`config.mk`:
```
export PLATFORM = sky130hd
export DESIGN_NAME = even_par_chk_rx
export DESIGN_NICKNAME = d
export VERILOG_FILES = /design/src/rtl/even_par_chk_rx.sv
export SDC_FILE = /design/constraint.sdc
export NUM_CORES = 1
export LEC_CHECK = 0
export CAP_MARGIN = 20
export CORE_ASPECT_RATIO = 2
export CORE_MARGIN = 4
export CORE_UTILIZATION = 40
export DETAILED_ROUTE_END_ITERATION = 6
export DONT_BUFFER_PORTS = 1
export MAX_ROUTING_LAYER = met4
export PLACE_DENSITY = 0.62
export RECOVER_POWER = 25
export SETUP_SLACK_MARGIN = 0.2
export SYNTH_ARGS = -nofsm -noshare
export SYNTH_HDL_FRONTEND = slang
export SYNTH_SLANG_ARGS = --single-unit
export TNS_END_PERCENT = 100
```
`constraint.sdc`:
```
create_clock -name clk -period 1.7 [get_ports clk]
set_clock_uncertainty 0.05 [all_clocks]
set_input_delay 0.255 -clock clk [delete_from_list [all_inputs] [get_ports clk]]
set_output_delay 0.255 -clock clk [all_outputs]
set_load 0.01 [all_outputs]
```
`src/rtl/even_par_chk_rx.sv`:
```
// Serial even-parity frame receiver: n data bits LSB first, then one parity bit.
// Define EVEN_PAR_CHK_ERR_CNT_EN to add the saturating 8-bit parity error counter err_cnt.
module even_par_chk_rx #(
    parameter int n = 8
) (
    input  logic         clk,
    input  logic         rst_n,
    input  logic         bit_in,
    input  logic         bit_valid,
    input  logic         sof,
    output logic [n-1:0] data_out,
    output logic         out_valid,
    output logic         par_err,
`ifdef EVEN_PAR_CHK_ERR_CNT_EN
    output logic [7:0]   err_cnt,
`endif
    output logic         busy
);

    localparam int CNT_W = $clog2(n) + 1;

    typedef enum logic [1:0] {IDLE, DATA, PAR} state_t;

    state_t             state_q, state_d;
    logic [CNT_W-1:0]   cnt_q, cnt_d;
    logic [n-1:0]       shreg_q, shreg_d;
    logic [n-1:0]       data_out_q;
    logic               out_valid_q;
    logic               par_err_q;
    logic               busy_q;
    logic               done_d;
    logic               perr_d;

    always_comb begin
        state_d = state_q;
        cnt_d   = cnt_q;
        shreg_d = shreg_q;
        done_d  = 1'b0;
        perr_d  = (^shreg_q) ^ bit_in;
        if (bit_valid) begin
            // sof always restarts, discarding any partial frame
            if (sof) begin
                shreg_d[0] = bit_in;
                cnt_d      = CNT_W'(1);
                state_d    = DATA;
            end else begin
                case (state_q)
                    DATA: begin
                        for (int i = 0; i < n; i++) begin
                            if (cnt_q == CNT_W'(i)) shreg_d[i] = bit_in;
                        end
                        cnt_d = cnt_q + CNT_W'(1);
                        if (cnt_q == CNT_W'(n - 1)) state_d = PAR;
                    end
                    PAR: begin
                        done_d  = 1'b1;
                        cnt_d   = '0;
                        state_d = IDLE;
                    end
                    default: ;
                endcase
            end
        end
    end

    always_ff @(posedge clk) begin
        shreg_q <= shreg_d;
    end

    always_ff @(posedge clk or negedge rst_n) begin
        if (!rst_n) begin
            state_q     <= IDLE;
            cnt_q       <= '0;
            data_out_q  <= '0;
            out_valid_q <= 1'b0;
            par_err_q   <= 1'b0;
            busy_q      <= 1'b0;
        end else begin
            state_q     <= state_d;
            cnt_q       <= cnt_d;
            out_valid_q <= done_d;
            busy_q      <= (state_d != IDLE);
            if (done_d) begin
                data_out_q <= shreg_q;
                par_err_q  <= perr_d;
            end
        end
    end

`ifdef EVEN_PAR_CHK_ERR_CNT_EN
    logic [7:0] err_cnt_q;

    always_ff @(posedge clk or negedge rst_n) begin
        if (!rst_n) begin
            err_cnt_q <= '0;
        end else if (done_d && perr_d && (err_cnt_q != 8'hFF)) begin
            err_cnt_q <= err_cnt_q + 8'd1;
        end
    end

    assign err_cnt = err_cnt_q;
`endif

    assign data_out  = data_out_q;
    assign out_valid = out_valid_q;
    assign par_err   = par_err_q;
    assign busy      = busy_q;

endmodule

```
**Yosys cells after proc, flatten, opt, wreduce, memory -nomap -nowiden**

Index checks and enable logic that the tools add are counted.

- Register bits after elaboration: 25
- Logic and storage cells: 53
- Bits of input ports: 5

- Muxes and demuxes: 12
- Bitwise logic cells: 2
- Add/subtract/negate cells: 1
- Equality and inequality tests: 9
- Reductions and logical operators: 15

Operators with widths:

| operator | number |
|---|---|
| AND reduction 4 bit | 7 |
| == test 4 x 3 -> 1 bit (second input constant) | 4 |
| == test 4 x 2 -> 1 bit (second input constant) | 2 |
| one-hot mux 4 bit (2 select lines) | 1 |
| XOR reduction 8 bit | 1 |
| two-way mux 1 bit | 6 |
| two-way mux 2 bit | 3 |
| nonzero test 2 bit | 3 |
| adder 4 x 1 -> 4 bit (second input constant) | 1 |
| == test 4 x 1 -> 1 bit (second input constant) | 1 |
| zero test 4 bit | 1 |
| two-way mux 4 bit | 1 |
| one-hot mux 2 bit (2 select lines) | 1 |
| AND reduction 3 bit | 1 |
| nonzero test 3 bit | 1 |
| == test 2 x 1 -> 1 bit (second input constant) | 1 |
| == test 2 bit (second input constant) | 1 |
| AND reduction 2 bit | 1 |
| NOT 1 bit | 1 |
| XOR 1 bit | 1 |

**Logic depth before layout (Yosys ltp)**

- Depth in word-level cells: 6
- Gate-level depth with buffers: 7
- Gate-level depth less buffers: 6

**Worst setup path after synthesis**

Ideal clock, no wire load.

- Path kind: register to register
- Start point: register state_q[1]
- End point: register shreg_q[1] (enable)
- Period minus slack after synthesis: 1.589 ns
- Stages on the path, launching flop included: 7
- Arrival: 1.246 ns
- Path slack: 0.111 ns
- Data required time: 1.358 ns
- Cell sequence: dfrtp_1 > inv_1 > ha_1 > buf_4 > nand2_1 > nor4_1 > and2_1

- Longest elaborated chain between the ends: 2

Ends and longest elaborated chain:

| element | RTL line | source |
|---|---|---|
| from (decl) | 24 | `state_t state_q, state_d;` |
| from (signal assigned) | 79 | `state_q <= state_d;` |
| == test 2 x 1 -> 1 bit | 47 | `case (state_q)` |
| AND reduction 4 bit (no line) | - |  |
| to (signal assigned) | 67 | `shreg_q <= shreg_d;` |
| to (decl) | 26 | `logic [n-1:0] shreg_q, shreg_d;` |

No other way between the ends.
A chain may end at the register's enable or synchronous reset.

**Worst setup path in the final report**

- Start point: register state_q[1]
- End point: register shreg_q[2] (enable)

Same word-level chain as after synthesis.

==> flow_summary.yaml <==
sta:
  finalHoldViolations: 0
  finalMaxSlewViolations: 0
  slew_headroom: 0.470
  timing.fmax_mhz: 691
  fin_crit_ns: 1.45
  rsz0062_at_grt: "yes"
  fin_setup_tns_ns: 0
  worst_slack_ns: 0.252
  worst_slew_pin_slew_ns: 0.793
  final-setup-viol-count: 0
  finalCritPeriodShare: 0.852
routing:
  finalWirelength_um: 2290
  wire_per_inst_um: 16.3
  drt_pass1_iterations: 4
  num_vias: 795
  vias_per_cell: 5.68
  drc: 0
  drtAntennaViolNets: 0
  first_iter_violations: 21
critical_path:
  cp_top_family: "simple AND/OR/NAND/NOR gates"
  cp.arrival_ns: 1.38
  slowest_stage: "dfrtp_1"
  path_class: "register to register"
  rr_worst_depth: 5
  cp.required_ns: 1.64
  cpPeakStageDelay_ns: 0.39
  path_max_fanout: 5
  cp_cell_sequence: "inv_2 > ha_4 > nand2_2 > nor4_2 > and2_1"
  cp.depth: 5
  crit_buf_inv: 1
  endpoint_kind: "register"
  start_kind: "register"
yosys:
  synthCells: 101
  synthesis.area_um2: 1230
  synth_fp_nets: 112
  synth_cell_type_count: 33
  synth_enable_flop_cells: 8
  ys.flop_type: "dfrtp_1"
  synth_area_leaders: "dfrtp_1 (35%), edfxtp_1 (19%), mux2_2 (7.3%)"
  avgSynthCellArea_um2: 12.2
  seq_area_frac_synth: 0.540
  synth_warnings: 0
  yosys_register_bits: 25
  async_reset_ff_frac: 0.680
  synth_area_leader_cell: "dfrtp_1"
  synth_top_area_frac: 0.345
power_and_ir_drop:
  p_comb_frac: 0.315
  pwr-share-clk: 0.190
  finalPower_uw: 1780
  sw_frac_of_total: 0.330
  p_leak_uw: 0.000599
  p_int_uw: 1190
  switchingPower_uw: 586
  vdd_drop_max_uv: 748
  p_per_area_nw_per_um2: 1260
  power.sequential.fraction: 0.495
grt:
  use_met2: 0.215
  grtUsageTotal: 0.128
  grt.busiest_layer: "met2"
  grt_antenna_before_repair: 0
  met1_usage: 0.125
  grt_max_degree: 18
  grt_pass1_vias: 791
  grt_pass1_wl_um: 3590
  met3_usage: 0.0291
  overflow: 0
layout:
  fin_util: 0.475
  fin_cells: 140
  final_nets: 122
  drive_gt1_frac: 0.282
  fillers: 266
  diodes: 0
  syn_to_final_growth_pct: 14.8
floorplan:
  die_h_um: 86.5
  start_util: 0.414
  core_area_um2: 2980
  die_x_um: 47.3
  io_pins: 16
  rows: 28
  die_area_um2: 4090
place:
  dp_hpwl_um: 1690
  gp_congestion: 0.821
  preCtsSetupSlack_ns: 0.0854
  placedCellCount: 131
  numPortBuffers: 0
min_path:
  min-delay-path-class: "input pin to register"
  holdPathStages: 1
cts:
  clock_latency_ns: 0.26
  cts_sinks: 25
  cts_tree: "built"
  cts_max_level: 1
  clk_pin_slew_ns: 0.08
  clock_path_buffers: 2
  cts_buffers: 3
  cts-root-buf: "clkbuf_8"
run_status:
  status: "completed"
flow_run:
  drv_cap: 0
-- cell type report --
class,count,area [um^2],share of cell area
Sequential cell,25,668,0.472
Multi-Input combinational cell,65,568,0.401
Timing Repair Buffer,9,70.1,0.0495
Clock buffer,4,45.0,0.0318
Tap cell,30,37.5,0.0265
Inverter,7,26.3,0.0186
-- worst paths after layout --
path	start	end	slack (ns)
worst max-delay path	state_q[1]	shreg_q[2]	0.25
worst min-delay path	sof	cnt_q[3]	0.03
worst max register to register	state_q[1]	shreg_q[2]	0.25
worst min register to register	shreg_q[1]	data_out[1]	0.49
max in group asynchronous	rst_n	state_q[0]	0.59
min in group asynchronous	rst_n	data_out[6]	0.46
-- registers in the layout (all words and copies together), names as in the netlist --
register,flops
cnt_q,4
out_valid,1
shreg_q,8
par_err,1
data_out,8
state_q,2
busy,1
-- layer usage --
metal  wire length (um)  vias to the layer above
met3                 94                       10
li1                   -                      374
met2               1290                       18
met1                808                      393
met4                 94                        0
met5                  0                        -
-- worst register-to-register path: stages, from the launching register on --
cell	delay, ns
dfrtp_1	0.39
inv_2	0.09
ha_4	0.16
nand2_2	0.11
nor4_2	0.20
and2_1	0.18
-- synth_stat cells (2+ instances only) --
| cell | n |
|---|---|
| nor4_1 | 2 |
| dfrtp_1 | 17 |
| buf_6 | 2 |
| a21oi_1 | 2 |
| edfxtp_1 | 8 |
| o21ai_0 | 4 |
| xnor2_1 | 4 |
| ha_1 | 6 |
| o32ai_1 | 3 |
| nor3b_1 | 3 |
| nor2_1 | 2 |
| and2_1 | 6 |
| mux2_2 | 8 |
| nand2_1 | 7 |
| xor2_1 | 2 |
| nor3_1 | 2 |
| inv_1 | 7 |
-- placed cells by master, fill, tap and decap left out, drive strengths merged, types with 2 or more instances in the layout --
cell type  synthesis  routed
dfrtp             17      17
mux2               8       8
buf                3       8
edfxtp             8       8
inv                7       7
nand2              7       7
and2               6       6
ha                 6       6
o21ai              5       5
xnor2              4       4
clkbuf             1       4
o32ai              3       3
nor3b              3       3
nor2               2       2
a21oi              2       2
xor2               2       2
nor2b              2       2
nor3               2       2
nor4               2       2
-- metrics by stage --
step                      instance area (um^2)  hold slack (ns)
after global routing                      1420           0.0177
final                                     1420           0.0311
after detailed placement                  1280          -0.0901
after CTS                                 1380           0.0261
after global placement                    1280          -0.0901
after floorplan                           1250          -0.0906
-- kinds of logic (layout without fill, tap and decap cells) --
group / count (synthesis) / count (layout) / share of synthesized area
compound gates: 17 / 17 / 0.0944
xor+xnor: 7 / 7 / 0.0609
fa+ha+maj: 6 / 6 / 0.0609
buf+inv: 11 / 20 / 0.0487
flops: 25 / 25 / 0.540
mux: 8 / 8 / 0.0731
simple gates: 27 / 27 / 0.122
-- power groups by stage --
stage               Sequential [uW]  Combinational [uW]  Clock [uW]
detailed placement              890                 451           0
floorplan                       855                 373           0
global route                    896                 619         375
finish                          879                 561         338
global placement                884                 436           0
CTS                             882                 510         356
-- repair_timing --
item	CTS	global route
hold buffers	1	0
gates resized for setup	4	6
buffers inserted	2	2
endpoints found under the setup margin	8	19
endpoints found under the hold margin	17	0
pin swaps	0	3
No activity file was read; power rests on OpenSTA's default activity.
